**config.mk**
```make
export PLATFORM = sky130hd
export DESIGN_NAME = decode_ctrl_pipe
export DESIGN_NICKNAME = d
export VERILOG_FILES = /design/src/rtl/decode_ctrl_pipe.sv
export SDC_FILE = /design/constraint.sdc
export NUM_CORES = 1
export LEC_CHECK = 0
export ABC_CLOCK_PERIOD_IN_PS = 4600
export CORE_UTILIZATION = 30
export DETAILED_ROUTE_END_ITERATION = 16
export GPL_TIMING_DRIVEN = 0
export HOLD_SLACK_MARGIN = 0.02
export PLACE_DENSITY = 0.64
export RECOVER_POWER = 50
export SKIP_LAST_GASP = 1
export SLEW_MARGIN = 15
export SYNTH_ARGS = -nofsm -noshare
export SYNTH_HDL_FRONTEND = slang
export SYNTH_SLANG_ARGS = --single-unit
```
**constraint.sdc**
```tcl
create_clock -name clk -period 4.6 [get_ports clk]
set_input_delay 0.92 -clock clk [delete_from_list [all_inputs] [get_ports clk]]
set_output_delay 0.92 -clock clk [all_outputs]
set_load 0.1 [all_outputs]
```
**src/rtl/decode_ctrl_pipe.sv**
```systemverilog
// ID stage of the five-stage pipeline: decodes one instruction per cycle into
// EX/MEM/WB control bundles plus immediate, held in the ID/EX register.
module decode_ctrl_pipe #(
  parameter int DATA_W  = 64,
  parameter int PC_W    = 32,
  parameter int JALR_EN = 1,
  parameter int CNT_W   = 16
) (
  input  logic              clk,
  input  logic              rst_n,
  input  logic              if_valid,
  input  logic [31:0]       if_instr,
  input  logic [PC_W-1:0]   if_pc,
  output logic              id_ready,
  input  logic              ex_stall,
  input  logic              ex_flush,
  output logic              ex_valid,
  output logic [PC_W-1:0]   ex_pc,
  output logic [4:0]        ex_rs1,
  output logic [4:0]        ex_rs2,
  output logic [4:0]        ex_rd,
  output logic [DATA_W-1:0] ex_imm,
  output logic [5:0]        ex_ctrl_ex,
  output logic [3:0]        ex_ctrl_mem,
  output logic [1:0]        ex_ctrl_wb,
  output logic              ex_link,
  output logic              ex_jalr,
  output logic              ex_illegal,
  output logic              illegal_seen,
  output logic [CNT_W-1:0]  stall_cnt
);

  localparam logic [4:0] OP_LOAD   = 5'b00000;
  localparam logic [4:0] OP_STORE  = 5'b01000;
  localparam logic [4:0] OP_IMM    = 5'b00100;
  localparam logic [4:0] OP_REG    = 5'b01100;
  localparam logic [4:0] OP_LUI    = 5'b01101;
  localparam logic [4:0] OP_BRANCH = 5'b11000;
  localparam logic [4:0] OP_JAL    = 5'b11011;
  localparam logic [4:0] OP_JALR   = 5'b11001;

  logic [4:0]        w_opcode;
  logic [2:0]        w_f3;
  logic [4:0]        w_rs1;
  logic [4:0]        w_rs2;
  logic [4:0]        w_rd;
  logic [DATA_W-1:0] w_immI;
  logic [DATA_W-1:0] w_immS;
  logic [DATA_W-1:0] w_immB;
  logic [DATA_W-1:0] w_immJ;
  logic [DATA_W-1:0] w_immU;
  logic [DATA_W-1:0] w_imm;
  logic              w_aluSrc;
  logic [3:0]        w_aluOp;
  logic              w_regDst;
  logic [1:0]        w_branch;
  logic              w_jump;
  logic              w_memWrite;
  logic              w_memToReg;
  logic              w_regWrite;
  logic              w_link;
  logic              w_jalr;
  logic              w_illegal;
  logic              w_useRs1;
  logic              w_useRs2;
  logic              w_hazard;
  logic              w_accept;
  logic              w_take;
  logic              w_markIllegal;
  logic              w_countStall;
  logic              w_unusedBits;

  logic              r_valid;
  logic [PC_W-1:0]   r_pc;
  logic [4:0]        r_rs1;
  logic [4:0]        r_rs2;
  logic [4:0]        r_rd;
  logic [DATA_W-1:0] r_imm;
  logic [5:0]        r_ctrlEx;
  logic [3:0]        r_ctrlMem;
  logic [1:0]        r_ctrlWb;
  logic              r_link;
  logic              r_jalr;
  logic              r_illegal;
  logic              r_illegalSeen;
  logic [CNT_W-1:0]  r_stallCnt;

  assign w_opcode     = if_instr[6:2];
  assign w_f3         = if_instr[14:12];
  assign w_rs2        = if_instr[24:20];
  assign w_rd         = if_instr[11:7];
  assign w_unusedBits = ^if_instr[1:0];

  assign w_immI = {{(DATA_W-12){if_instr[31]}}, if_instr[31:20]};
  assign w_immS = {{(DATA_W-12){if_instr[31]}}, if_instr[31:25], if_instr[11:7]};
  assign w_immB = {{(DATA_W-13){if_instr[31]}}, if_instr[31], if_instr[7],
                   if_instr[30:25], if_instr[11:8], 1'b0};
  assign w_immJ = {{(DATA_W-21){if_instr[31]}}, if_instr[31], if_instr[19:12],
                   if_instr[20], if_instr[30:21], 1'b0};
  assign w_immU = {{(DATA_W-32){if_instr[31]}}, if_instr[31:12], 12'b0};

  always_comb begin
    w_imm      = '0;
    w_rs1      = if_instr[19:15];
    w_aluSrc   = 1'b0;
    w_aluOp    = 4'b0000;
    w_regDst   = 1'b0;
    w_branch   = 2'b11;
    w_jump     = 1'b0;
    w_memWrite = 1'b0;
    w_memToReg = 1'b0;
    w_regWrite = 1'b0;
    w_link     = 1'b0;
    w_jalr     = 1'b0;
    w_illegal  = 1'b0;
    w_useRs1   = 1'b1;
    w_useRs2   = 1'b0;
    case (w_opcode)
      OP_LOAD: begin
        w_imm      = w_immI;
        w_aluSrc   = 1'b1;
        w_regDst   = 1'b1;
        w_memToReg = 1'b1;
        w_regWrite = 1'b1;
      end
      OP_STORE: begin
        w_imm      = w_immS;
        w_aluSrc   = 1'b1;
        w_memWrite = 1'b1;
        w_useRs2   = 1'b1;
      end
      OP_IMM: begin
        w_imm      = w_immI;
        w_aluSrc   = 1'b1;
        w_aluOp    = {(w_f3 == 3'b101) ? if_instr[30] : 1'b0, w_f3};
        w_regWrite = 1'b1;
      end
      OP_REG: begin
        w_aluOp    = {if_instr[30], w_f3};
        w_regWrite = 1'b1;
        w_useRs2   = 1'b1;
      end
      OP_LUI: begin
        w_imm      = w_immU;
        w_rs1      = 5'd0;
        w_aluSrc   = 1'b1;
        w_regWrite = 1'b1;
        w_useRs1   = 1'b0;
      end
      OP_BRANCH: begin
        w_imm     = w_immB;
        w_aluOp   = 4'b1000;
        w_branch  = {if_instr[14], if_instr[12]};
        w_useRs2  = 1'b1;
        w_illegal = !((w_f3 == 3'b000) || (w_f3 == 3'b001) || (w_f3 == 3'b100));
      end
      OP_JAL: begin
        w_imm      = w_immJ;
        w_jump     = 1'b1;
        w_link     = 1'b1;
        w_regWrite = 1'b1;
        w_useRs1   = 1'b0;
      end
      OP_JALR: begin
        if (JALR_EN != 0) begin
          w_imm      = w_immI;
          w_aluSrc   = 1'b1;
          w_jump     = 1'b1;
          w_link     = 1'b1;
          w_jalr     = 1'b1;
          w_regWrite = 1'b1;
        end else begin
          w_illegal = 1'b1;
        end
      end
      default: w_illegal = 1'b1;
    endcase
  end

  // A load in ID/EX whose rd feeds the incoming instruction forces one bubble.
  assign w_hazard = r_valid & r_ctrlWb[1] & (r_rd != 5'd0) & if_valid &
                    ((w_useRs1 & (w_rs1 == r_rd)) | (w_useRs2 & (w_rs2 == r_rd)));

  assign id_ready      = ex_flush | (~ex_stall & ~w_hazard);
  assign w_accept      = ~ex_flush & ~ex_stall & ~w_hazard & if_valid;
  assign w_take        = w_accept & ~w_illegal;
  assign w_markIllegal = w_accept & w_illegal;
  assign w_countStall  = ~ex_flush & ~ex_stall & w_hazard;

  // Anything other than a legal accepted instruction loads the bubble encoding;
  // a stall without flush leaves the register untouched.
  always_ff @(posedge clk or negedge rst_n) begin
    if (!rst_n) begin
      r_valid       <= 1'b0;
      r_pc          <= '0;
      r_rs1         <= 5'd0;
      r_rs2         <= 5'd0;
      r_rd          <= 5'd0;
      r_imm         <= '0;
      r_ctrlEx      <= 6'd0;
      r_ctrlMem     <= 4'b1100;
      r_ctrlWb      <= 2'b00;
      r_link        <= 1'b0;
      r_jalr        <= 1'b0;
      r_illegal     <= 1'b0;
      r_illegalSeen <= 1'b0;
      r_stallCnt    <= '0;
    end else begin
      if (ex_flush || !ex_stall) begin
        r_valid   <= w_take;
        r_pc      <= w_take ? if_pc : '0;
        r_rs1     <= w_take ? w_rs1 : 5'd0;
        r_rs2     <= w_take ? w_rs2 : 5'd0;
        r_rd      <= w_take ? w_rd : 5'd0;
        r_imm     <= w_take ? w_imm : '0;
        r_ctrlEx  <= w_take ? {w_aluSrc, w_aluOp, w_regDst} : 6'd0;
        r_ctrlMem <= w_take ? {w_branch, w_jump, w_memWrite} : 4'b1100;
        r_ctrlWb  <= w_take ? {w_memToReg, w_regWrite} : 2'b00;
        r_link    <= w_take & w_link;
        r_jalr    <= w_take & w_jalr;
        r_illegal <= w_markIllegal;
      end
      if (w_markIllegal) begin
        r_illegalSeen <= 1'b1;
      end
      if (w_countStall && (r_stallCnt != {CNT_W{1'b1}})) begin
        r_stallCnt <= r_stallCnt + CNT_W'(1);
      end
    end
  end

  assign ex_valid     = r_valid;
  assign ex_pc        = r_pc;
  assign ex_rs1       = r_rs1;
  assign ex_rs2       = r_rs2;
  assign ex_rd        = r_rd;
  assign ex_imm       = r_imm;
  assign ex_ctrl_ex   = r_ctrlEx;
  assign ex_ctrl_mem  = r_ctrlMem;
  assign ex_ctrl_wb   = r_ctrlWb;
  assign ex_link      = r_link;
  assign ex_jalr      = r_jalr;
  assign ex_illegal   = r_illegal;
  assign illegal_seen = r_illegalSeen;
  assign stall_cnt    = r_stallCnt;

endmodule

```
==> flow_metrics.tcl, run 1 <==
set metrics [dict create \
    antenna_found_initial 0 \
    setup_viol 0 \
    crit_cells 9 \
    ys.flop_type "dfrtp_1" \
    drv_slew 113 \
    n_antenna_cell 0 \
    synth_edf_count 0 \
    cp_slowest_stage_delay_ps 630 \
    crit_path_end_kind "primary output" \
    drtIter0Drc 262 \
    avgSynthCellArea_um2 11.05 \
    rows 46 \
    nNetsFinal 745 \
    crit_family "buffers and inverters" \
    ioPinCount 214 \
    holdCritStartpoint "illegal_seen" \
    fin_total_pwr_mw 2.013 \
    synthCells 453 \
    crit_end "id_ready" \
    r2r_start "ex_rd[1]" \
    path_max_fanout 9 \
    synth-async-reset-ratio_pct 100.0 \
    cts.path.max_buffers 2 \
    cts_hold_buf 0 \
    path_clk_slew_ps 70 \
    clock_latency_ps 360 \
    drtAntennaViolNets 0 \
    overflow 0 \
    io_buffers 210 \
    cp-start-kind "primary input" \
    crit_type "in -> out" \
    drc 0 \
    dr.pass1.iters 4 \
    routed-via-count 4451 \
    routed_via_density 4.968 \
    r2r_cells 8 \
    post_drt_wl_per_cell_um 17.90 \
    synth_area_leader_cell "dfrtp_1" \
    areaGrowthSynthToFinish_pct 52.90 \
    tightest_slew_ps 2002 \
    path_cells "clkdlybuf4s50_1 -> nor2b_1 -> mux2i_1 -> nor2_2 -> nor4_4 -> o21ba_2 -> buf_4 -> o21bai_1 -> buf_2" \
    startpoint "if_instr[4]" \
    die_h_um 131.2 \
    final_area_um2 7652 \
    grt_pass1_wl_mm 25.47 \
    gp_congestion 0.8388 \
    period_share_pct 94.83 \
    place_hpwl_mm 12.15 \
    synth_common_cells "dfrtp_1, a22o_1, nand2_1" \
    power.share.clock_pct 37.4 \
    register_area_um2 2755 \
    start_util_pct 31.17 \
    numClockSinks 110 \
    synth.most_common_cell "dfrtp_1" \
    dieArea_um2 17200 \
    synthTopCellsByArea "dfrtp_1, a22o_1, buf_4, nand2_1, o21ai_0" \
    grt_setup_unrepaired "no" \
    ys_seq_area_share_pct 55.05 \
    hp-class "reg -> reg" \
    grt_usage_pct 19.03 \
    status "finished, violations left" \
    power.density_nw_per_um2 263.0 \
    fin_skew_ps 12.28 \
    path_buf_inv 3 \
    postPlaceCellArea_um2 7406 \
    cp_data_arrival_time_ps 3440 \
    slew_headroom_pct -33.44 \
    wl_mm 16.03 \
    cts_inserted_buffers 9 \
    first_global_vias 4411 \
    syn_area_um2 5005 \
    max_freq_mhz 229.3 \
    fin_crit_ps 4362 \
    synth_seq_cells 110 \
    maxCapViolCount 2 \
    peakVddDrop_v 0.0001754 \
    worst_ep_required_time_ps 3680 \
    cts_setup_buffers 0 \
    p_int_mw 1.445 \
    core_um2 16060 \
    p_sw_mw 0.5678 \
    htreeDepth 3 \
    yosysWarnings 0 \
    drive_gt1_share_pct 11.03 \
    cts_tree "yes" \
    yosysTopAreaCellShare_pct 54.00 \
    multiInputGateArea_um2 1866 \
    fill_cells 1490 \
    grt_max_degree 74 \
    ff2ff_setup_slack_ps 1840 \
    synthDistinctLibCells 52 \
    r2r_end "ex_rd[3]" \
    seqPwrFrac_pct 48.8 \
    synth_nets 523 \
    crit_path_top_delay_cell "clkdlybuf4s50_1" \
    leakagePower_nw 3.561 \
    violations "capacitance limit, slew limit" \
    power_frac_comb_pct 13.7 \
    p_sw_share_pct 28.21 \
    hold_viol_final 0 \
    clock-root-buffer "clkbuf_16" \
    die_x_um 131.2 \
]
## logic make-up (layout without fill, tap and decap cells)
kind of cell | after synthesis | count (layout) | synth area share (%)
AO/OA/AOI/OAI | 136 | 136 | 20.00
AND/OR/NAND/NOR | 117 | 117 | 12.32
flip-flops | 110 | 110 | 55.05
buffers and inverters | 63 | 290 | 7.675
XOR/XNOR | 24 | 24 | 4.200
multiplexers | 2 | 2 | 0.4999
adder cells (fa/ha/maj) | 1 | 1 | 0.2500
## placed cells by master, fill, tap and decap left out, types with 7 or more instances in the layout
master	count
a21oi_1	22
buf_4	35
dlygate4sd3_1	72
xnor2_1	9
clkbuf_16	9
nor2_1	11
clkdlybuf4s50_1	136
a22o_1	67
buf_2	7
xor2_1	15
nand2_1	45
o21ai_0	27
clkbuf_1	18
dfrtp_1	108
nor4_1	12
nand3_1	11
## stage by stage
| stage | setup slack (ps) | std cells | hold slack, ps | setup TNS (ps) | util (%) |
|---|---|---|---|---|---|
| global route | 65.51 | 896 | 481.2 | 0 | 47.65 |
| floorplan | 147.3 | 453 | 624.4 | 0 | - |
| global placement | -1535 | 879 | 450.4 | -165170 | 45.94 |
| detailed placement | -453.3 | 880 | 450.5 | -453.3 | 46.12 |
| finish | 238.0 | 896 | 451.1 | 0 | 47.65 |
| CTS | 91.52 | 896 | 457.1 | 0 | 47.88 |
## worst min path at each step
stage,end,cells past startpoint
final,illegal_seen,1
after global routing,illegal_seen,1
after CTS,ex_pc[15],1
after detailed placement,illegal_seen,1
after global placement,illegal_seen,1
after floorplan,ex_ctrl_ex[0],0
## routing by layer
metal,part of all wire [%],global-route usage (%),up-vias,wire length [um]
met3,6.3,4.244,26,1018
met5,0,0,-,0
met2,46,30.20,176,7442
met4,2.3,7.712,0,369
met1,45,25.04,2189,7203
li1,-,-,2060,-
## registers in the layout, indices dropped and copies added (netlist names)
name,count
ex_illegal,1
illegal_seen,1
ex_ctrl_wb,1
ex_rd,5
ex_pc,32
ex_jalr,1
ex_ctrl_mem,4
stall_cnt,16
ex_ctrl_ex,6
ex_imm,32
ex_rs1,5
ex_valid,1
ex_rs2,5
## final cells by class
cell class,count,share of cell area (%)
flip-flops and latches,110,36.00
repair buffers,211,27.39
multi-input cells,280,24.38
plain buffers,59,4.823
well taps,216,3.532
clock buffers,10,2.992
clock inverters,6,0.6867
inverters,4,0.1962
## power groups by stage
stage,sequential (mW),combinational (mW),clock [mW]
finish,0.983,0.276,0.754
global route,0.984,0.294,0.819
CTS,0.983,0.285,0.782
detailed placement,1.00,0.284,0
global placement,1.00,0.278,0
floorplan,1.07,0.0763,0
## what timing repair did
item	in CTS	in global routing
setup endpoints to repair	1	1
gates resized for setup	3	2
cloned	0	0
No activity file was read; power rests on OpenSTA's default activity.
==> inputs of run 2 (changes only) <==
--- a/config.mk
+++ b/config.mk
@@ -6,12 +6,13 @@
 export NUM_CORES = 1
 export LEC_CHECK = 0
 export ABC_CLOCK_PERIOD_IN_PS = 4600
-export CORE_UTILIZATION = 30
+export CORE_UTILIZATION = 46
 export DETAILED_ROUTE_END_ITERATION = 16
 export GPL_TIMING_DRIVEN = 0
 export HOLD_SLACK_MARGIN = 0.02
-export PLACE_DENSITY = 0.64
+export PLACE_DENSITY = 0.9
 export RECOVER_POWER = 50
+export REMOVE_ABC_BUFFERS = 1
 export SKIP_LAST_GASP = 1
 export SLEW_MARGIN = 15
 export SYNTH_ARGS = -nofsm -noshare
==> run 2 against run 1 <==
Via count is 2.5% lower. Hold slack better by 22 ps. The flow still finishes with violations (capacitance limit, slew limit). Clock skew about the same. Largest cell class unchanged. Global-route usage is 6.9 points higher. Critical path type unchanged. Largest power group unchanged.
==> flow_metrics.tcl, run 2 (synthesis gave the netlist of run 1 again) <==
set metrics [dict create \
    holdWs_ps 473.1 \
    cts_inserted_buffers 9 \
    final_common_cell "clkdlybuf4s50_1" \
    status "finished, violations left" \
    period_share_pct 98.02 \
    die_x_um 106.3 \
    drtIter0Drc 324 \
    maxCapViolCount 2 \
    grt_pass1_wl_mm 22.74 \
    fin_crit_ps 4509 \
    slew_headroom_pct -37.03 \
    path_max_fanout 14 \
    path_clk_slew_ps 100 \
    fill_cells 778 \
    antenna_found_initial 0 \
    fin_util_pct 69.00 \
    cts_hold_buf 0 \
    crit_path_end_kind "primary output" \
    grt_max_degree 73 \
    fin_skew_ps 11.88 \
    setup_viol 0 \
    cp_slowest_stage_delay_ps 620 \
    io_buffers 211 \
    core_um2 10420 \
    drtAntennaViolNets 0 \
    areaGrowthSynthToFinish_pct 43.60 \
    cts.path.max_buffers 2 \
    crit_path_top_delay_cell "clkdlybuf4s50_1" \
    worst_ep_required_time_ps 3680 \
    start_util_pct 48.05 \
    crit_type "in -> out" \
    dr.pass1.iters 5 \
    path_cells "clkdlybuf4s50_1 -> and4bb_4 -> and2_4 -> o32a_1 -> nor4_4 -> o21ba_2 -> o21bai_1 -> buf_2" \
    final_area_um2 7187 \
    clock-root-buffer "clkbuf_8" \
    gp_congestion 0.8712 \
    hp-class "reg -> reg" \
    dieArea_um2 11300 \
    grt_usage_pct 25.93 \
    die_h_um 106.3 \
    cp_data_arrival_time_ps 3590 \
    cts_tree "yes" \
    rows 37 \
    tns_ps 0 \
    ioPinCount 214 \
    wl_mm 14.46 \
    nNetsFinal 691 \
    numClockSinks 110 \
    peakVddDrop_v 0.0001961 \
    power.density_nw_per_um2 248.4 \
    cts_setup_buffers 0 \
    place_hpwl_mm 10.68 \
    n_antenna_cell 0 \
    leakagePower_nw 3.332 \
    startpoint "if_instr[5]" \
    post_drt_wl_per_cell_um 18.98 \
    dp_slack_ps -644.3 \
    routed_via_density 5.694 \
    path_buf_inv 2 \
    r2r_start "ex_rd[2]" \
    grt_setup_unrepaired "no" \
    max_freq_mhz 221.8 \
    violations "capacitance limit, slew limit" \
    htreeDepth 3 \
    cp-start-kind "primary input" \
    overflow 0 \
    first_global_vias 4295 \
    fin_cells 762 \
    dp.cells 746 \
    tightest_slew_ps 2055 \
    routed-via-count 4339 \
    drc 0 \
    drv_slew 113 \
    postPlaceCellArea_um2 7039 \
    holdCritStartpoint "illegal_seen" \
    clock_latency_ps 360 \
    fin_total_pwr_mw 1.785 \
    crit_family "simple AND/OR/NAND/NOR gates" \
    setup_ws_ps 91.14 \
    drive_gt1_share_pct 5.911 \
    hold_viol_final 0 \
    layout_common_cells "clkdlybuf4s50_1, dfrtp_1, dlygate4sd3_1" \
]
[run 2: cell types whose count changed in the layout (fill, tap and decap cells not counted), sizes merged]
cell	delta
clkdlybuf4s50	-1
buf	-38
dlymetal6s2s	+2
inv	-3
clkbuf	-14
[run 2: per-layer routing]
metal / routed length (um) / track usage [%] / vias to the layer above
met3: 1213 / 5.947 / 21
met5: 0 / 0 / -
li1: - / - / 1948
met2: 7239 / 44.16 / 217
met4: 249 / 7.738 / 0
met1: 5757 / 32.83 / 2153
[run 2: worst reg2reg max path: cells and delay by family, from the launching register on]
family          cells  cell delay, ps
compound gates      2             830
flops               1             490
simple gates        4            1670
[run 2: power breakdown]
part           total [mW]  internal (mW)  leakage, nW  switching (mW)
sequential          0.982          0.976         1.51         0.00674
clock               0.531          0.227       0.0934           0.304
combinational       0.272         0.0928         1.73           0.179
[run 2: area by class of cell]
type	count	area, um^2	area share, %
Multi-Input combinational cell	280	1883	26.20
Tap cell	136	170.2	2.368
Sequential cell	110	2755	38.34
Clock inverter	3	18.77	0.2611
Clock buffer	13	158.9	2.211
Inverter	4	15.01	0.2089
Timing Repair Buffer	216	2186	30.41
[run 2: path summary, 6_finish.rpt]
check,end,slack (ps),depth (start not counted)
max,id_ready,90,8
min,illegal_seen,470,1
max reg2reg,ex_ctrl_mem[2],1540,6
min reg2reg,illegal_seen,470,1
max in group asynchronous,ex_rs1[2],920,2
min in group asynchronous,stall_cnt[12],1120,1
[run 2: timing repair]
item,CTS,global route
setup endpoints to repair,1,1
gates cloned,0,0
gates resized for setup,5,2
